<file path="src/rtl/csr_hex_display_pkg.sv">
// rtl/csr_hex_display_pkg.sv - shared types, glyphs and BCD helper for the hex/decimal display
package csr_hex_display_pkg;

  typedef enum logic [1:0] {
    ST_IDLE    = 2'd0,
    ST_CONVERT = 2'd1,
    ST_LATCH   = 2'd2
  } state_t;

  localparam int ITERATIONS = 32;

  // Active-low segments, bit order g..a
  localparam logic [6:0] SEG_0     = 7'b1000000;
  localparam logic [6:0] SEG_1     = 7'b1111001;
  localparam logic [6:0] SEG_2     = 7'b0100100;
  localparam logic [6:0] SEG_3     = 7'b0110000;
  localparam logic [6:0] SEG_4     = 7'b0011001;
  localparam logic [6:0] SEG_5     = 7'b0010010;
  localparam logic [6:0] SEG_6     = 7'b0000010;
  localparam logic [6:0] SEG_7     = 7'b1111000;
  localparam logic [6:0] SEG_8     = 7'b0000000;
  localparam logic [6:0] SEG_9     = 7'b0010000;
  localparam logic [6:0] SEG_A     = 7'b0001000;
  localparam logic [6:0] SEG_B     = 7'b0000011;
  localparam logic [6:0] SEG_C     = 7'b1000110;
  localparam logic [6:0] SEG_D     = 7'b0100001;
  localparam logic [6:0] SEG_E     = 7'b0000110;
  localparam logic [6:0] SEG_F     = 7'b0001110;
  localparam logic [6:0] SEG_BLANK = 7'h7F;

  // Double-dabble correction step: every digit >= 5 gets +3 before the shift
  function automatic logic [39:0] bcd_add3(input logic [39:0] b);
    logic [39:0] r;
    r = b;
    for (int i = 0; i < 10; i++) begin
      if (b[4*i +: 4] >= 4'd5) begin
        r[4*i +: 4] = b[4*i +: 4] + 4'd3;
      end
    end
    return r;
  endfunction

endpackage

</file>
<file path="src/rtl/csr_hex_display_seg7_encoder.sv">
// rtl/csr_hex_display_seg7_encoder.sv - nibble to active-low seven-segment glyph
module seg7_encoder
  import csr_hex_display_pkg::*;
(
  input  logic [3:0] nibble,
  output logic [6:0] seg
);

  always_comb begin
    seg = SEG_BLANK;
    case (nibble)
      4'h0: seg = SEG_0;
      4'h1: seg = SEG_1;
      4'h2: seg = SEG_2;
      4'h3: seg = SEG_3;
      4'h4: seg = SEG_4;
      4'h5: seg = SEG_5;
      4'h6: seg = SEG_6;
      4'h7: seg = SEG_7;
      4'h8: seg = SEG_8;
      4'h9: seg = SEG_9;
      4'hA: seg = SEG_A;
      4'hB: seg = SEG_B;
      4'hC: seg = SEG_C;
      4'hD: seg = SEG_D;
      4'hE: seg = SEG_E;
      4'hF: seg = SEG_F;
      default: seg = SEG_BLANK;
    endcase
  end

endmodule

</file>
<file path="src/rtl/csr_hex_display.sv">
// rtl/csr_hex_display.sv - eight-digit seven-segment display of a CPU word, hex or unsigned decimal
module csr_hex_display
  import csr_hex_display_pkg::*;
#(
  parameter int BLANK_LEADING = 1
) (
  input  logic        clk,
  input  logic        rst,
  input  logic [31:0] value,
  input  logic        dec_mode,
  output logic [6:0]  hex0,
  output logic [6:0]  hex1,
  output logic [6:0]  hex2,
  output logic [6:0]  hex3,
  output logic [6:0]  hex4,
  output logic [6:0]  hex5,
  output logic [6:0]  hex6,
  output logic [6:0]  hex7,
  output logic        busy,
  output logic        ovf
);

  state_t      state, state_next;
  logic [31:0] shadow_value;
  logic        shadow_mode;
  logic        pending;
  logic [39:0] bcd;
  logic [39:0] bcd_adj;
  logic [5:0]  cnt;
  logic        start;
  logic        busy_q;
  logic        ovf_q;
  logic        dec_ovf;
  logic        seen_nz;
  logic [7:0]  blank;
  logic [3:0]  nibble [8];
  logic [6:0]  seg    [8];
  logic [6:0]  hex_q  [8];

  assign start   = (value != shadow_value) || (dec_mode != shadow_mode) || pending;
  assign bcd_adj = bcd_add3(bcd);

  always_comb begin
    state_next = state;
    case (state)
      ST_IDLE:    if (start) state_next = dec_mode ? ST_CONVERT : ST_LATCH;
      ST_CONVERT: if (cnt == 6'(ITERATIONS - 1)) state_next = ST_LATCH;
      ST_LATCH:   state_next = ST_IDLE;
      default:    state_next = ST_IDLE;
    endcase
  end

  always_ff @(posedge clk or negedge rst) begin
    if (!rst) begin
      state  <= ST_IDLE;
      busy_q <= 1'b0;
    end else begin
      state  <= state_next;
      busy_q <= (state_next != ST_IDLE);
    end
  end

  // Digit selection and leading-zero blanking, evaluated against the shadows
  always_comb begin
    dec_ovf = shadow_mode && (bcd[39:32] != 8'd0);
    seen_nz = 1'b0;
    blank   = 8'd0;
    for (int i = 7; i >= 1; i--) begin
      if (bcd[4*i +: 4] != 4'd0) seen_nz = 1'b1;
      blank[i] = shadow_mode && (BLANK_LEADING == 1) && !dec_ovf && !seen_nz;
    end
    for (int i = 0; i < 8; i++) begin
      nibble[i] = shadow_mode ? bcd[4*i +: 4] : shadow_value[4*i +: 4];
    end
  end

  for (genvar g = 0; g < 8; g++) begin : g_enc
    seg7_encoder u_enc (
      .nibble (nibble[g]),
      .seg    (seg[g])
    );
  end

  always_ff @(posedge clk or negedge rst) begin
    if (!rst) begin
      shadow_value <= 32'd0;
      shadow_mode  <= 1'b0;
      pending      <= 1'b1;
      bcd          <= 40'd0;
      cnt          <= 6'd0;
      ovf_q        <= 1'b0;
      for (int i = 0; i < 8; i++) hex_q[i] <= SEG_BLANK;
    end else begin
      case (state)
        ST_IDLE: begin
          if (start) begin
            shadow_value <= value;
            shadow_mode  <= dec_mode;
            pending      <= 1'b0;
            bcd          <= 40'd0;
            cnt          <= 6'd0;
          end
        end
        ST_CONVERT: begin
          // Shadow bits enter MSB first; cnt selects the bit for this iteration
          bcd <= {bcd_adj[38:0], shadow_value[5'd31 - cnt[4:0]]};
          cnt <= cnt + 6'd1;
        end
        ST_LATCH: begin
          ovf_q <= dec_ovf;
          for (int i = 0; i < 8; i++) hex_q[i] <= blank[i] ? SEG_BLANK : seg[i];
        end
        default: ;
      endcase
    end
  end

  assign hex0 = hex_q[0];
  assign hex1 = hex_q[1];
  assign hex2 = hex_q[2];
  assign hex3 = hex_q[3];
  assign hex4 = hex_q[4];
  assign hex5 = hex_q[5];
  assign hex6 = hex_q[6];
  assign hex7 = hex_q[7];
  assign busy = busy_q;
  assign ovf  = ovf_q;

endmodule

</file>
<file path="config.mk">
export PLATFORM = sky130hd
export DESIGN_NAME = csr_hex_display
export DESIGN_NICKNAME = d
export VERILOG_FILES = /design/src/rtl/csr_hex_display_pkg.sv /design/src/rtl/csr_hex_display_seg7_encoder.sv /design/src/rtl/csr_hex_display.sv
export SDC_FILE = /design/constraint.sdc
export NUM_CORES = 1
export LEC_CHECK = 0
export CELL_PAD_IN_SITES_DETAIL_PLACEMENT = 0
export CELL_PAD_IN_SITES_GLOBAL_PLACEMENT = 1
export CORE_ASPECT_RATIO = 0.6
export CORE_MARGIN = 5
export CORE_UTILIZATION = 45
export CTS_CLUSTER_DIAMETER = 100
export DETAILED_ROUTE_END_ITERATION = 10
export PLACE_DENSITY_LB_ADDON = 0.1
export SYNTH_ARGS = -nofsm -noshare
export SYNTH_HDL_FRONTEND = slang
export SYNTH_SLANG_ARGS = --single-unit
</file>
<file path="constraint.sdc">
create_clock -name clk -period 3.61 [get_ports clk]
set_input_delay 0.722 -clock clk [delete_from_list [all_inputs] [get_ports clk]]
set_output_delay 0.722 -clock clk [all_outputs]
set_load 0.005 [all_outputs]
</file>
# Yosys cells after proc, flatten, opt, wreduce, memory -nomap -nowiden
# Memories as Yosys holds them, arrays and structs flattened. A register that Yosys moved wholly into a read port is not among the register bits.
# Cells that the tools add are included.
dict set report word_totals {
  memories 8
  input_bits 35
  reg_bits 133
  mem_bits_ro 896
}
dict set report classes {
  reduce_logical 33
  order_cmp 11
  eq_ne 6
  n_addsub 12
  n_mux 42
}
# name depth word_bits read_ports rd_ports_with_merged_regs write_ports line_no
set mem_list {}
lappend mem_list {{(no name shown)} 16 7 1 1 0 csr_hex_display_seg7_encoder.sv:11} ;# case (nibble)
lappend mem_list {{(no name shown)} 16 7 1 0 0 csr_hex_display_seg7_encoder.sv:11}
lappend mem_list {{(no name shown)} 16 7 1 0 0 csr_hex_display_seg7_encoder.sv:11}
lappend mem_list {{(no name shown)} 16 7 1 0 0 csr_hex_display_seg7_encoder.sv:11}
lappend mem_list {{(no name shown)} 16 7 1 0 0 csr_hex_display_seg7_encoder.sv:11}
lappend mem_list {{(no name shown)} 16 7 1 0 0 csr_hex_display_seg7_encoder.sv:11}
lappend mem_list {{2 more memories} - - - - - -}
# op count
set op_table {}
lappend op_table {{case mux 40 bit (2 select lines)} 1}
lappend op_table {{two-way mux 4 bit} 17}
lappend op_table {{two-way mux 7 bit} 7}
lappend op_table {{>= comparator 4 x 3 -> 1 bit, second input constant} 10}
lappend op_table {{two-way mux 40 bit} 1}
lappend op_table {{adder 4 x 2 -> 4 bit, second input constant} 9}
lappend op_table {{inequality test 32 bit} 1}
lappend op_table {{nonzero test 4 bit} 7}
lappend op_table {{case mux 6 bit (2 select lines)} 1}
lappend op_table {{logical AND 1 bit} 9}
lappend op_table {{zero test 1 bit} 9}
lappend op_table {{two-way mux 1 bit} 8}
lappend op_table {{nonzero test 8 bit} 1}
lappend op_table {{adder 6 x 1 -> 6 bit, second input constant} 1}
lappend op_table {{== test 6 x 5 -> 1 bit, second input constant} 1}
lappend op_table {{< comparator 5 x 6 -> 1 bit, second input constant} 1}
lappend op_table {{two-way mux 2 bit} 3}
lappend op_table {{two-way mux 6 bit} 1}
lappend op_table {{binary-select mux 1 bit (select 5 bit)} 1}
lappend op_table {{subtractor 5 bit, first input constant} 1}
lappend op_table {{case mux 2 bit (2 select lines)} 1}
lappend op_table {{AND reduction 2 bit} 2}
lappend op_table {{nonzero test 2 bit} 2}
lappend op_table {{adder 3 x 2 -> 3 bit, second input constant} 1}
lappend op_table {{7 further kinds} 8}

# Logic depth before layout (Yosys ltp)
# Gate-level depths: netlist of the first run.
dict set report depth {
  ltp_word 11
  depth_mapped 11
}

# Hierarchy
# From an unflattened synthesis of the first run, not the netlist that was laid out.
dict set report hier_totals {
  hier_cells 907
  hier_area_um2 9830.7
}
# module n_inst area_each_um2 seq_area_each_um2 cells_each
set modules_own_cells {}
lappend modules_own_cells {csr_hex_display 1 7628.6 3574.7 651}
lappend modules_own_cells {seg7_encoder 8 275.3 0.0 32}

# Worst setup path before layout of the first run
# No wires, ideal clock.
dict set report synth_timing {
  path_type {register to register}
  startpoint {register shadow_mode}
  endpoint {register hex_q (netlist bit hex3[3])}
  path_stages_with_launch 10
  required_time_ns 3.529
  synth_period_minus_slack_ns 2.580
  slack_ns 1.030
  arrival_time_ns 2.499
  path_cell_list {dfrtp_1 buf_2 buf_2 buf_2 mux2i_1 inv_1 ha_1 mux4_2 o21ai_0 nand2_1}
}
dict set report synth_between {
  elab_chain_len 5
  elab_cells_between_ends 7
  cone_classes {mux (2); reduce/logical (4); memory (1)}
}
# item line_no
set synth_lines {}
lappend synth_lines {{start, declared} csr_hex_display.sv:25} ;# logic shadow_mode;
lappend synth_lines {{start signal, assigned} csr_hex_display.sv:98} ;# shadow_mode <= dec_mode;
lappend synth_lines {{branches (longest 4 deep; another with memory read (16 x 7 bit))} -}
lappend synth_lines {{two-way mux 7 bit *} csr_hex_display.sv:111} ;# for (int i = 0; i < 8; i++) hex_q[i] <= blank[i] ? SEG_BLANK : seg[i];
lappend synth_lines {{end, declared} csr_hex_display.sv:38} ;# logic [6:0] hex_q [8];
# Mark *: on every way between the ends.
# A chain may end at the register's enable or synchronous reset.

# Worst setup path in the final report of the first run
dict set report layout_timing {
  startpoint {input value[28]}
  endpoint {register shadow_value[10]}
}
dict set report layout_between {
  elab_chain_len 4
}
# item line_no
set layout_lines {}
lappend layout_lines {{start, declared} csr_hex_display.sv:9} ;# input logic [31:0] value,
lappend layout_lines {{inequality test 32 bit} csr_hex_display.sv:40} ;# assign start = (value != shadow_value) || (dec_mode != shadow_mode) || pending;
lappend layout_lines {{logical OR 1 bit (2 in a row)} csr_hex_display.sv:40}
lappend layout_lines {{AND reduction 2 bit (no line)} -}
lappend layout_lines {{end signal, assigned} csr_hex_display.sv:97} ;# shadow_value <= value;
lappend layout_lines {{end, declared} csr_hex_display.sv:24} ;# logic [31:0] shadow_value;
# No other way between the ends.

==> flow_results.xml, run 1 <==
<?xml version="1.0" encoding="UTF-8"?>
<metrics>
  <group name="outcome">
    <metric name="status" unit="">complete, no violations</metric>
  </group>
  <group name="cts">
    <metric name="ctsRootBufferMaster" unit="">sky130_fd_sc_hd__clkbuf_16</metric>
    <metric name="clock_insertion_delay_worst_skew" unit="ns">0.43</metric>
    <metric name="count_of_h_tree_levels_built_during_cts" unit="">4</metric>
    <metric name="cts_made_buffers" unit="">17</metric>
    <metric name="cts_hold_repair.buffers" unit="">0</metric>
    <metric name="cts_max_path_buffers" unit="">2</metric>
    <metric name="cts.repair.resized" unit="">0</metric>
    <metric name="clkSinkCount" unit="">140</metric>
    <metric name="cts_tree" unit="">done</metric>
    <metric name="clkSlewWorstSetupHoldPaths" unit="ns">0.06</metric>
    <metric name="post_cts_buffers" unit="">0</metric>
  </group>
  <group name="floorplan">
    <metric name="floorplan.core_area" unit="mm²">0.0201</metric>
    <metric name="die_area" unit="mm²">0.0237</metric>
    <metric name="die_height" unit="µm">121</metric>
    <metric name="die-width" unit="µm">195</metric>
    <metric name="rows" unit="">40</metric>
    <metric name="initial_core_util" unit="">0.461</metric>
    <metric name="design.portCount" unit="">93</metric>
  </group>
  <group name="synthesis">
    <metric name="synth-seq-area-share" unit="">0.386</metric>
    <metric name="syn_inst_count" unit="">931</metric>
    <metric name="synthMuxAreaShare" unit="">0.152</metric>
    <metric name="mean_cell_area_of_the_mapped_netlist" unit="µm²">9.95</metric>
    <metric name="synth.area.top_cells" unit="">sky130_fd_sc_hd__dfrtp_1 (22%), sky130_fd_sc_hd__dfstp_2 (16%), sky130_fd_sc_hd__ha_1 (10%)</metric>
    <metric name="leading_register_cell_type_out_of_synthesis" unit="">sky130_fd_sc_hd__dfrtp_1</metric>
    <metric name="syn_nets" unit="">1043</metric>
    <metric name="yosys.cell_count.top_type" unit="">sky130_fd_sc_hd__dfrtp_1</metric>
    <metric name="post_synth_xor_area_fraction" unit="">0.0388</metric>
    <metric name="synth_area" unit="mm²">0.00927</metric>
    <metric name="synth_top_area_cell" unit="">sky130_fd_sc_hd__dfrtp_1</metric>
    <metric name="asyncSetResetFlopFracSynth" unit="">1.00</metric>
    <metric name="synth_top_family_by_area" unit="">compound AO/OA/AOI/OAI gates</metric>
    <metric name="synth-edff-count" unit="">0</metric>
    <metric name="fraction_of_the_mapped_netlist_area_in_adder_cells" unit="">0.104</metric>
    <metric name="yosysWarnings" unit="">0</metric>
    <metric name="synth_simple_gate_area_frac" unit="">0.110</metric>
    <metric name="post_synth_num_cell_types" unit="">67</metric>
    <metric name="netlist_top_cells_count" unit="">sky130_fd_sc_hd__dfrtp_1 (83), sky130_fd_sc_hd__ha_1 (77), sky130_fd_sc_hd__nand2_1 (74)</metric>
    <metric name="synth_compound_gate_area_share" unit="">0.161</metric>
    <metric name="synth_largest_type_area_fraction" unit="">0.224</metric>
    <metric name="synth-seq-cells" unit="">140</metric>
  </group>
  <group name="sta">
    <metric name="setup_slack" unit="ns">0.817</metric>
    <metric name="grt_setup_unrepaired" unit="">false</metric>
    <metric name="max_clock_freq" unit="MHz">358</metric>
    <metric name="timing.final.hold_violations" unit="">0</metric>
    <metric name="timing.setup.tns" unit="ns">0</metric>
    <metric name="clock_skew" unit="ns">0.00949</metric>
    <metric name="final-setup-viol-count" unit="">0</metric>
    <metric name="finalWorstPathRequiredPeriod" unit="ns">2.79</metric>
    <metric name="drv_slew" unit="">0</metric>
    <metric name="final.period_utilization" unit="">0.774</metric>
    <metric name="holdWs" unit="ns">0.328</metric>
    <metric name="timing.max_slew.rel_slack" unit="">0.419</metric>
    <metric name="transition_time_at_the_pin_with_the_least_slew_margin" unit="ns">0.847</metric>
  </group>
  <group name="setup_path">
    <metric name="critical_path.endpoint_type" unit="">flop</metric>
    <metric name="timing.rr.start" unit="">bcd[32]</metric>
    <metric name="cp_slowest_stage_delay" unit="ns">0.51</metric>
    <metric name="path_max_fanout" unit="">20</metric>
    <metric name="cp_data_arrival_time" unit="ns">3.11</metric>
    <metric name="crit_path_start_kind" unit="">primary input</metric>
    <metric name="reg2reg_slack" unit="ns">0.85</metric>
    <metric name="crit_path_cell_trace" unit="">clkdlybuf4s50_1, xor2_1, a2111o_1, a2111oi_4, a311oi_4, buf_4, mux2_2</metric>
    <metric name="critPathKind" unit="">in -&gt; reg</metric>
    <metric name="critPathLaunch" unit="">value[28]</metric>
    <metric name="timing.critical_path.required" unit="ns">3.93</metric>
    <metric name="slowest_stage" unit="">sky130_fd_sc_hd__a2111oi_4</metric>
  </group>
  <group name="job">
    <metric name="max_cap_viol_count" unit="">0</metric>
  </group>
  <group name="pwr">
    <metric name="leakage" unit="nW">4.82</metric>
    <metric name="power_switching_share" unit="">0.386</metric>
    <metric name="vdd_drop_max" unit="V">0.000367</metric>
    <metric name="share_comb_of_total_power" unit="">0.513</metric>
    <metric name="proportion_of_power_drawn_by_flip_flops_and_latches" unit="">0.282</metric>
    <metric name="clkPwrFrac" unit="">0.205</metric>
    <metric name="net-switching-power" unit="mW">3.95</metric>
    <metric name="internal_power" unit="mW">6.29</metric>
    <metric name="finalPower" unit="mW">10.2</metric>
    <metric name="powerDensity" unit="mW/mm²">902</metric>
  </group>
  <group name="cells_and_area">
    <metric name="multiInputGateArea" unit="mm²">0.00525</metric>
    <metric name="postLayoutCellArea" unit="mm²">0.0114</metric>
    <metric name="layoutNonFillerInstCount" unit="">1325</metric>
    <metric name="sequential_cell_area" unit="mm²">0.00358</metric>
    <metric name="final_nets" unit="">1151</metric>
    <metric name="share_of_cells_above_drive_strength_1" unit="">0.184</metric>
    <metric name="syn_to_final_growth" unit="%">22.6</metric>
    <metric name="utilization" unit="">0.564</metric>
    <metric name="num-fill-cells" unit="">1790</metric>
    <metric name="diodes" unit="">0</metric>
  </group>
  <group name="placed_design">
    <metric name="gpl.final_weighted_congestion" unit="">0.826</metric>
    <metric name="dp_cells" unit="">1293</metric>
    <metric name="buffer_ports.inserted" unit="">92</metric>
    <metric name="post_dp_cell_area" unit="mm²">0.0107</metric>
    <metric name="detailedPlace.worstSlack" unit="ns">0.405</metric>
    <metric name="hpwl" unit="µm">18200</metric>
  </group>
  <group name="drt">
    <metric name="vias" unit="">7266</metric>
    <metric name="finalWirelength" unit="µm">25000</metric>
    <metric name="route.detailed.drc" unit="">0</metric>
    <metric name="drt_pass1_iterations" unit="">5</metric>
    <metric name="viasPerCell" unit="">5.48</metric>
    <metric name="wire_per_inst" unit="µm">18.9</metric>
    <metric name="antenna_violating_nets_post_route" unit="">0</metric>
    <metric name="drt-initial-drc-count" unit="">494</metric>
  </group>
  <group name="grt">
    <metric name="grt_pass1_vias" unit="">6817</metric>
    <metric name="grt_pass1_wl" unit="µm">39800</metric>
    <metric name="antenna_found_initial" unit="">0</metric>
    <metric name="grt-ovfl-total" unit="">0</metric>
    <metric name="grt_start_max_net_pins" unit="">84</metric>
    <metric name="groute.usage.overall" unit="">0.213</metric>
  </group>
  <group name="hold_path">
    <metric name="hold_path_class" unit="">in -&gt; async</metric>
  </group>
</metrics>
==> flip-flops by register name (all words and copies together), names as in the netlist, 7 cells and up <==
signal	flops
shadow_value	32
hex2	7
hex5	7
hex4	7
hex0	7
hex3	7
hex1	7
bcd	40
hex6	7
hex7	7
==> layer usage <==
metal,vias up,routed length [µm],GRT usage
li1,3564,-,-
met1,3477,13300,0.346
met2,201,10000,0.282
met3,24,1490,0.0488
met4,0,270,0.0488
met5,-,0,0
==> layout by cell type (no fill, tap or decap), drive strengths merged, types with 3 or more instances in the layout <==
cell type | synthesis | routed
and3 | 7 | 7
o21ai | 46 | 46
a31oi | 19 | 19
a311oi | 3 | 3
a22oi | 4 | 4
nor3 | 18 | 18
o22a | 19 | 19
nand2 | 74 | 74
nor4 | 5 | 5
bufinv | 0 | 7
o211ai | 9 | 9
nor2 | 70 | 70
mux2i | 53 | 53
a2bb2oi | 4 | 4
buf | 13 | 37
a21oi | 46 | 46
clkinv | 1 | 4
ha | 77 | 77
o221ai | 3 | 3
nand4 | 7 | 7
inv | 73 | 73
o32ai | 5 | 5
mux4 | 15 | 15
dfrtp | 83 | 83
clkbuf | 26 | 21
xnor2 | 39 | 39
dfstp | 57 | 57
nand3 | 9 | 9
mux2 | 47 | 47
o22ai | 38 | 38
nand2b | 9 | 9
and2 | 5 | 5
nor2b | 8 | 8
clkdlybuf4s50 | 0 | 91
o31ai | 5 | 5
==> cells by family (layout without fill, tap and decap cells) <==
kind of cell,count (synthesis),in the layout
buffers and inverters,113,234
DFF,140,140
and+or+nand+nor,222,222
AOI/OAI and AO/OA,223,223
adders and majority gates,77,77
xor gates and xnor gates,41,41
muxes,115,115
==> path summary, 6_finish.rpt <==
| check | end | cells after the start |
|---|---|---|
| setup / recovery | shadow_value[10] | 7 |
| max in group asynchronous | hex4[4] | 2 |
| hold / removal | bcd[32] | 1 |
| setup reg to reg | hex2[6] | 8 |
| min in group clk | hex3[6] | 2 |
| hold reg to reg | hex3[6] | 2 |
==> area by class of cell <==
class                      instances  share of cell area
timing repair buffer             128               0.107
clock buffer                      21              0.0397
inverter                          74              0.0245
multi-input combinational        678               0.463
clock inverter                    11              0.0212
sequential                       140               0.315
tap                              273              0.0301
==> critical path, delay by kind of cell <==
kind | cells | cell delay [ns]
xor+xnor | 1 | 0.24
buf+inv | 2 | 0.75
compound gates | 3 | 1.08
mux | 1 | 0.30
==> power groups by stage <==
stage / Clock [mW] / Sequential [mW] / Combinational (mW)
after floorplan: 0 / 2.71 / 3.48
after global placement: 0 / 2.90 / 5.19
after detailed placement: 0 / 2.92 / 5.21
after CTS: 2.13 / 2.90 / 5.26
after global routing: 2.20 / 2.98 / 5.78
final: 2.10 / 2.89 / 5.25
Power figures use the tool's default switching activity.
==> inputs of run 2 (changes only) <==
--- a/config.mk
+++ b/config.mk
@@ -9,7 +9,7 @@
 export CELL_PAD_IN_SITES_GLOBAL_PLACEMENT = 1
 export CORE_ASPECT_RATIO = 0.6
 export CORE_MARGIN = 5
-export CORE_UTILIZATION = 45
+export CORE_UTILIZATION = 41
 export CTS_CLUSTER_DIAMETER = 100
 export DETAILED_ROUTE_END_ITERATION = 10
 export PLACE_DENSITY_LB_ADDON = 0.1
==> constraint.sdc (replaced) <==
create_clock -name clk -period 2.4 [get_ports clk]
set_input_delay 0.48 -clock clk [delete_from_list [all_inputs] [get_ports clk]]
set_output_delay 0.48 -clock clk [all_outputs]
set_load 0.005 [all_outputs]
==> run 2 against run 1 <==
Sequential power up 48%. Clock skew down 0.00078 ns. Setup slack worse by 0.73 ns. First-iteration DRC count fell by 13%.
==> flow_results.xml, run 2 (synthesis results as in run 1) <==
<?xml version="1.0" encoding="UTF-8"?>
<metrics>
  <group name="outcome">
    <metric name="status" unit="">complete, no violations</metric>
  </group>
  <group name="cells_and_area">
    <metric name="largestRegisters" unit="">bcd: 40 flops, shadow_value: 32 flops</metric>
    <metric name="diodes" unit="">0</metric>
    <metric name="multiInputGateArea" unit="mm²">0.00533</metric>
    <metric name="syn_to_final_growth" unit="%">28.9</metric>
    <metric name="sequential_cell_area" unit="mm²">0.00358</metric>
    <metric name="final_nets" unit="">1205</metric>
    <metric name="layout.cells.most_common_list" unit="">sky130_fd_sc_hd__clkdlybuf4s50_1 (91), sky130_fd_sc_hd__dfrtp_1 (82), sky130_fd_sc_hd__buf_4 (79)</metric>
    <metric name="share_of_cells_above_drive_strength_1" unit="">0.238</metric>
    <metric name="top_register" unit="">bcd</metric>
    <metric name="num-fill-cells" unit="">2069</metric>
    <metric name="layoutNonFillerInstCount" unit="">1414</metric>
    <metric name="final_common_cell" unit="">sky130_fd_sc_hd__clkdlybuf4s50_1</metric>
    <metric name="largest_register_ff_count" unit="">40</metric>
  </group>
  <group name="sta">
    <metric name="timing.max_slew.rel_slack" unit="">0.607</metric>
    <metric name="setup_slack" unit="ns">0.0869</metric>
    <metric name="clock_skew" unit="ns">0.00871</metric>
    <metric name="transition_time_at_the_pin_with_the_least_slew_margin" unit="ns">0.573</metric>
    <metric name="final.period_utilization" unit="">0.964</metric>
    <metric name="holdWs" unit="ns">0.448</metric>
    <metric name="timing.setup.tns" unit="ns">0</metric>
    <metric name="timing.final.hold_violations" unit="">0</metric>
    <metric name="drv_slew" unit="">0</metric>
    <metric name="final-setup-viol-count" unit="">0</metric>
    <metric name="max_clock_freq" unit="MHz">432</metric>
    <metric name="finalWorstPathRequiredPeriod" unit="ns">2.31</metric>
  </group>
  <group name="drt">
    <metric name="vias" unit="">7505</metric>
    <metric name="route.detailed.drc" unit="">0</metric>
    <metric name="finalWirelength" unit="µm">25800</metric>
    <metric name="drt-initial-drc-count" unit="">428</metric>
    <metric name="drt_pass1_iterations" unit="">5</metric>
    <metric name="viasPerCell" unit="">5.31</metric>
    <metric name="wire_per_inst" unit="µm">18.3</metric>
    <metric name="antenna_violating_nets_post_route" unit="">0</metric>
  </group>
  <group name="setup_path">
    <metric name="timing.critical_path.required" unit="ns">2.77</metric>
    <metric name="critical_path.endpoint_type" unit="">flop</metric>
    <metric name="crit_path_start_kind" unit="">flop</metric>
    <metric name="path_max_fanout" unit="">6</metric>
    <metric name="cp_data_arrival_time" unit="ns">2.68</metric>
    <metric name="critPathKind" unit="">reg -&gt; reg</metric>
    <metric name="critPathLaunch" unit="">bcd[32]</metric>
    <metric name="timing.rr.start" unit="">bcd[32]</metric>
  </group>
  <group name="grt">
    <metric name="groute.usage.overall" unit="">0.201</metric>
    <metric name="grt_pass1_vias" unit="">7164</metric>
    <metric name="grt_start_max_net_pins" unit="">45</metric>
    <metric name="grt-ovfl-total" unit="">0</metric>
    <metric name="antenna_found_initial" unit="">0</metric>
    <metric name="grt_pass1_wl" unit="µm">41100</metric>
  </group>
  <group name="hold_path">
    <metric name="hold_start" unit="">hex3[6]</metric>
    <metric name="hold_path_class" unit="">reg -&gt; reg</metric>
  </group>
  <group name="cts">
    <metric name="clkSinkCount" unit="">140</metric>
    <metric name="clkSlewWorstSetupHoldPaths" unit="ns">0.06</metric>
    <metric name="clock_insertion_delay_worst_skew" unit="ns">0.43</metric>
    <metric name="cts_tree" unit="">done</metric>
    <metric name="cts_max_path_buffers" unit="">2</metric>
    <metric name="count_of_h_tree_levels_built_during_cts" unit="">4</metric>
    <metric name="cts_made_buffers" unit="">17</metric>
    <metric name="ctsRootBufferMaster" unit="">sky130_fd_sc_hd__clkbuf_16</metric>
  </group>
  <group name="pwr">
    <metric name="clkPwrFrac" unit="">0.188</metric>
    <metric name="leakage" unit="nW">5.09</metric>
    <metric name="net-switching-power" unit="mW">6.11</metric>
    <metric name="power_switching_share" unit="">0.384</metric>
    <metric name="proportion_of_power_drawn_by_flip_flops_and_latches" unit="">0.270</metric>
    <metric name="powerDensity" unit="mW/mm²">1330</metric>
    <metric name="internal_power" unit="mW">9.78</metric>
    <metric name="vdd_drop_max" unit="V">0.000602</metric>
    <metric name="share_comb_of_total_power" unit="">0.541</metric>
  </group>
  <group name="floorplan">
    <metric name="die_area" unit="mm²">0.0258</metric>
    <metric name="design.portCount" unit="">93</metric>
    <metric name="rows" unit="">42</metric>
    <metric name="floorplan.core_area" unit="mm²">0.0221</metric>
    <metric name="initial_core_util" unit="">0.419</metric>
    <metric name="die_height" unit="µm">126</metric>
    <metric name="die-width" unit="µm">204</metric>
  </group>
  <group name="placed_design">
    <metric name="gpl.final_weighted_congestion" unit="">0.833</metric>
    <metric name="hpwl" unit="µm">19400</metric>
    <metric name="detailedPlace.worstSlack" unit="ns">-0.432</metric>
    <metric name="dp_cells" unit="">1380</metric>
    <metric name="buffer_ports.inserted" unit="">92</metric>
  </group>
  <group name="job">
    <metric name="max_cap_viol_count" unit="">0</metric>
  </group>
</metrics>
run 2: layer usage:
| layer | wire length (µm) | global-route usage | up-vias |
|---|---|---|---|
| met5 | 0 | 0 | - |
| li1 | - | - | 3681 |
| met2 | 10400 | 0.273 | 142 |
| met1 | 14100 | 0.325 | 3664 |
| met4 | 260 | 0.0425 | 0 |
| met3 | 1090 | 0.0395 | 18 |
run 2: worst paths after layout:
path	endpoint	slack, ns	cells after the start
min in group asynchronous	shadow_value[5]	0.57	2
worst max-delay path	hex3[5]	0.09	10
max in group asynchronous	pending	1.16	3
worst min-delay path	hex3[6]	0.45	2
worst max register to register	hex3[5]	0.09	10
worst min register to register	hex3[6]	0.45	2
run 2: stage by stage:
step,instance area (µm²),utilization,power (mW)
final,11900,0.540,15.9
after global routing,11900,0.540,17.0
after CTS,11900,0.537,15.9
after detailed placement,11200,0.507,12.9
after global placement,11200,0.507,12.8
after floorplan,9310,-,9.40
run 2: repair_timing:
item	4_1_cts	5_1_grt
setup endpoints to repair	7	105
pin swaps	0	3
hold endpoints to repair	29	0
setup buffers	0	1
gates resized for setup	1	11
hold buffers	1	0
run 2: worst max-delay path, cell delays in order (launching register included):
cell,delay (ns)
sky130_fd_sc_hd__dfrtp_1,0.37
sky130_fd_sc_hd__inv_1,0.08
sky130_fd_sc_hd__ha_2,0.18
sky130_fd_sc_hd__or4b_4,0.49
sky130_fd_sc_hd__nor4_4,0.27
sky130_fd_sc_hd__buf_4,0.16
sky130_fd_sc_hd__and4_1,0.19
sky130_fd_sc_hd__buf_6,0.14
sky130_fd_sc_hd__buf_6,0.12
sky130_fd_sc_hd__a211o_1,0.12
sky130_fd_sc_hd__o22a_1,0.14
run 2: power groups by stage:
stage	sequential [mW]	combinational, mW	clock, mW
2_1_floorplan	4.10	5.30	0
3_3_place_gp	4.30	8.53	0
3_5_place_dp	4.33	8.54	0
4_1_cts	4.29	8.60	3.05
5_1_grt	4.41	9.45	3.16
6_report	4.29	8.60	2.99
run 2: area by class of cell:
cell class,count,area share
multi-input cells,678,0.447
flip-flops and latches,140,0.299
repair buffers,182,0.143
clock buffers,21,0.0394
well taps,308,0.0323
inverters,74,0.0233
clock inverters,11,0.0158
==> inputs of run 3 (changes only) <==
--- a/config.mk
+++ b/config.mk
@@ -9,10 +9,11 @@
 export CELL_PAD_IN_SITES_GLOBAL_PLACEMENT = 1
 export CORE_ASPECT_RATIO = 0.6
 export CORE_MARGIN = 5
-export CORE_UTILIZATION = 41
+export CORE_UTILIZATION = 38
 export CTS_CLUSTER_DIAMETER = 100
 export DETAILED_ROUTE_END_ITERATION = 10
 export PLACE_DENSITY_LB_ADDON = 0.1
 export SYNTH_ARGS = -nofsm -noshare
 export SYNTH_HDL_FRONTEND = slang
+export SYNTH_HIERARCHICAL = 1
 export SYNTH_SLANG_ARGS = --single-unit
==> run 3 against run 2 <==
Synthesized area up 6.1%. Non-clock buffer count fell by 6. Sequential cell count stayed put. Synthesized cell count fell by 2.6%. Clock power is 11% lower. Cell area is 2.6% higher. Largest power group unchanged. Global-route usage shrank 1.6 points. Worst hold slack lost 0.40 ns. Count of clock-buffer cells in the layout shrank 1. Critical path type is now in -> reg. Largest cell class unchanged. Power grew 3.8%.
==> flow_results.xml, run 3 <==
<?xml version="1.0" encoding="UTF-8"?>
<metrics>
  <group name="outcome">
    <metric name="status" unit="">complete, no violations</metric>
  </group>
  <group name="drt">
    <metric name="wire_per_inst" unit="µm">18.8</metric>
    <metric name="antenna_violating_nets_post_route" unit="">0</metric>
    <metric name="finalWirelength" unit="µm">26600</metric>
    <metric name="drt-initial-drc-count" unit="">438</metric>
    <metric name="drt_pass1_iterations" unit="">5</metric>
    <metric name="viasPerCell" unit="">5.16</metric>
    <metric name="vias" unit="">7305</metric>
    <metric name="route.detailed.drc" unit="">0</metric>
  </group>
  <group name="synthesis">
    <metric name="synth-seq-cells" unit="">140</metric>
    <metric name="synth_largest_type_area_fraction" unit="">0.211</metric>
    <metric name="leading_register_cell_type_out_of_synthesis" unit="">sky130_fd_sc_hd__dfrtp_1</metric>
    <metric name="yosysWarnings" unit="">6</metric>
    <metric name="synth-edff-count" unit="">0</metric>
    <metric name="syn_nets" unit="">1027</metric>
    <metric name="mean_cell_area_of_the_mapped_netlist" unit="µm²">10.8</metric>
    <metric name="synth.area.top_cells" unit="">sky130_fd_sc_hd__dfrtp_1 (21%), sky130_fd_sc_hd__dfstp_2 (15%), sky130_fd_sc_hd__ha_1 (11%)</metric>
    <metric name="synth_top_area_cell" unit="">sky130_fd_sc_hd__dfrtp_1</metric>
    <metric name="synth_area" unit="mm²">0.00983</metric>
    <metric name="asyncSetResetFlopFracSynth" unit="">1.00</metric>
    <metric name="yosys.cell_count.top_type" unit="">sky130_fd_sc_hd__ha_1</metric>
    <metric name="netlist_top_cells_count" unit="">sky130_fd_sc_hd__ha_1 (85), sky130_fd_sc_hd__dfrtp_1 (83), sky130_fd_sc_hd__nor2_1 (69)</metric>
    <metric name="synth-seq-area-share" unit="">0.364</metric>
    <metric name="post_synth_num_cell_types" unit="">55</metric>
    <metric name="syn_inst_count" unit="">907</metric>
  </group>
  <group name="floorplan">
    <metric name="floorplan.core_area" unit="mm²">0.0254</metric>
    <metric name="design.portCount" unit="">93</metric>
    <metric name="die_height" unit="µm">135</metric>
    <metric name="initial_core_util" unit="">0.387</metric>
    <metric name="die_area" unit="mm²">0.0293</metric>
    <metric name="die-width" unit="µm">218</metric>
    <metric name="rows" unit="">45</metric>
  </group>
  <group name="grt">
    <metric name="grt-ovfl-total" unit="">0</metric>
    <metric name="grt_start_max_net_pins" unit="">58</metric>
    <metric name="groute.usage.overall" unit="">0.185</metric>
    <metric name="antenna_found_initial" unit="">1</metric>
    <metric name="grt_pass1_vias" unit="">7211</metric>
    <metric name="grt_pass1_wl" unit="µm">42300</metric>
  </group>
  <group name="cts">
    <metric name="cts_made_buffers" unit="">17</metric>
    <metric name="clkSlewWorstSetupHoldPaths" unit="ns">0.06</metric>
    <metric name="clock_insertion_delay_worst_skew" unit="ns">0.45</metric>
    <metric name="cts_tree" unit="">done</metric>
    <metric name="cts_max_path_buffers" unit="">2</metric>
    <metric name="cts_hold_repair.buffers" unit="">0</metric>
    <metric name="ctsRootBufferMaster" unit="">sky130_fd_sc_hd__clkbuf_16</metric>
    <metric name="clkSinkCount" unit="">140</metric>
    <metric name="count_of_h_tree_levels_built_during_cts" unit="">4</metric>
  </group>
  <group name="setup_path">
    <metric name="timing.critical_path.max_delay_family" unit="">buffers and inverters</metric>
    <metric name="slowest_stage" unit="">sky130_fd_sc_hd__clkdlybuf4s50_1</metric>
    <metric name="timing.critical_path.required" unit="ns">2.78</metric>
    <metric name="number_of_buffers_and_inverters_on_the_critical_path" unit="">5</metric>
    <metric name="cp_data_arrival_time" unit="ns">2.74</metric>
    <metric name="crit_path_start_kind" unit="">primary input</metric>
    <metric name="critical_path.endpoint_type" unit="">flop</metric>
    <metric name="worst_path_most_repeated_cell" unit="">sky130_fd_sc_hd__buf_4</metric>
    <metric name="path_max_fanout" unit="">20</metric>
    <metric name="critPathKind" unit="">in -&gt; reg</metric>
    <metric name="crit_path_cell_trace" unit="">clkdlybuf4s50_1, inv_1, a222oi_1, nand3_1, nor4_2, buf_4, buf_4, a21o_4, buf_12, a22o_1</metric>
    <metric name="cp_slowest_stage_delay" unit="ns">0.54</metric>
  </group>
  <group name="sta">
    <metric name="drv_slew" unit="">0</metric>
    <metric name="timing.final.hold_violations" unit="">0</metric>
    <metric name="transition_time_at_the_pin_with_the_least_slew_margin" unit="ns">0.639</metric>
    <metric name="final-setup-viol-count" unit="">0</metric>
    <metric name="clock_skew" unit="ns">0.0111</metric>
    <metric name="timing.max_slew.rel_slack" unit="">0.574</metric>
    <metric name="finalWorstPathRequiredPeriod" unit="ns">2.36</metric>
    <metric name="final.period_utilization" unit="">0.985</metric>
    <metric name="grt_setup_unrepaired" unit="">false</metric>
    <metric name="max_clock_freq" unit="MHz">423</metric>
  </group>
  <group name="cells_and_area">
    <metric name="share_of_cells_above_drive_strength_1" unit="">0.267</metric>
    <metric name="largestRegisters" unit="">bcd: 40 flops, shadow_value: 32 flops</metric>
    <metric name="layoutNonFillerInstCount" unit="">1416</metric>
    <metric name="final_common_cell" unit="">sky130_fd_sc_hd__clkdlybuf4s50_1</metric>
    <metric name="top_register" unit="">bcd</metric>
    <metric name="syn_to_final_growth" unit="%">24.6</metric>
    <metric name="diodes" unit="">0</metric>
    <metric name="final_nets" unit="">1171</metric>
    <metric name="layout.cells.most_common_list" unit="">sky130_fd_sc_hd__clkdlybuf4s50_1 (90), sky130_fd_sc_hd__ha_1 (84), sky130_fd_sc_hd__dfrtp_1 (82)</metric>
    <metric name="largest_register_ff_count" unit="">40</metric>
  </group>
  <group name="pwr">
    <metric name="powerDensity" unit="mW/mm²">1350</metric>
    <metric name="leakage" unit="nW">5.29</metric>
    <metric name="finalPower" unit="mW">16.5</metric>
    <metric name="vdd_drop_max" unit="V">0.000519</metric>
  </group>
  <group name="job">
    <metric name="max_cap_viol_count" unit="">0</metric>
  </group>
  <group name="placed_design">
    <metric name="hpwl" unit="µm">19700</metric>
    <metric name="dp_cells" unit="">1376</metric>
    <metric name="buffer_ports.inserted" unit="">92</metric>
    <metric name="gpl.final_weighted_congestion" unit="">0.827</metric>
  </group>
  <group name="hold_path">
    <metric name="hold_path_class" unit="">in -&gt; async</metric>
  </group>
</metrics>
==> run 3: cell count changes after synthesis, moves of 17 or more <==
cell,before,now
sky130_fd_sc_hd__a22o_1,1,46
sky130_fd_sc_hd__a31oi_1,19,0
sky130_fd_sc_hd__inv_1,73,55
sky130_fd_sc_hd__mux2_4,0,28
sky130_fd_sc_hd__mux2i_1,53,36
sky130_fd_sc_hd__nand2_1,74,48
sky130_fd_sc_hd__o22a_1,19,42
sky130_fd_sc_hd__o22ai_1,38,1
sky130_fd_sc_hd__xnor2_1,39,12
sky130_fd_sc_hd__xor2_1,2,20
==> run 3: worst register-to-register path, delay by kind of cell, from the launching register on <==
family,cells,cell delay [ns]
AO/OA/AOI/OAI,2,0.35
XOR/XNOR,1,0.21
buffers and inverters,3,0.45
flip-flops,1,0.47
AND/OR/NAND/NOR,3,0.81
==> run 3: path summary, 6_finish.rpt <==
path	slack [ns]	to	depth (start not counted)	start
setup / recovery	0.04	bcd[17]	10	value[0]
setup reg to reg	0.05	bcd[17]	9	shadow_value[13]
hold / removal	0.05	bcd[36]	1	rst
max in group asynchronous	1.61	hex6[4]	2	rst
hold reg to reg	0.49	pending	1	pending
min in group clk	0.44	shadow_value[1]	2	value[1]
==> run 3: cells by family (layout without fill, tap and decap cells) <==
kind of cell             after synthesis  count (layout)  share of synthesized area
AND/OR/NAND/NOR                      196             196                      0.103
AO/OA/AOI/OAI                        217             217                      0.162
XOR/XNOR                              32              32                     0.0285
adder cells (fa/ha/maj)               85              85                      0.108
buffers and inverters                106             263                     0.0557
flip-flops                           140             140                      0.364
multiplexers                         131             131                      0.178
==> run 3: final cells by class <==
cell class | count | area [µm²]
fillers | 2397 | 13100
multi-input cells | 661 | 5740
inverters | 55 | 206
flip-flops and latches | 140 | 3580
well taps | 352 | 440
clock buffers | 20 | 457
repair buffers | 176 | 1700
clock inverters | 12 | 121
==> run 3: routing by layer <==
metal	part of all wire	wire (µm)	track usage	up-vias
met5	0	0	0	-
met4	0.011	301	0.0467	0
met3	0.031	814	0.0329	25
met2	0.38	10100	0.239	107
met1	0.58	15300	0.308	3590
li1	-	-	-	3583
==> run 3: repair_timing <==
item	CTS	global route
gates cloned	0	2
setup endpoints to repair	5	71
resized for setup	2	9
pin swaps	2	1
buffers inserted	1	5
==> run 3: stage by stage <==
step | area [µm²] | TNS, ns | utilization | setup WS, ns | hold WS (ns)
2_1_floorplan | 9830 | 0 | - | 0.0178 | 0.184
3_3_place_gp | 11500 | -27.40 | 0.455 | -0.432 | 0.485
3_5_place_dp | 11500 | -31.32 | 0.455 | -0.496 | 0.486
4_1_cts | 12100 | 0 | 0.478 | 0.0403 | 0.0464
5_1_grt | 12200 | 0 | 0.482 | 0.00325 | 0.0803
6_report | 12200 | 0 | 0.482 | 0.0364 | 0.0453
==> run 3: report_power, final <==
group	internal [mW]	leakage, nW	switching (mW)	total, mW
Combinational	5.10	3.34	4.45	9.55
Sequential	3.49	1.67	0.804	4.30
Clock	1.57	0.273	1.09	2.66
Total	10.2	5.29	6.34	16.5
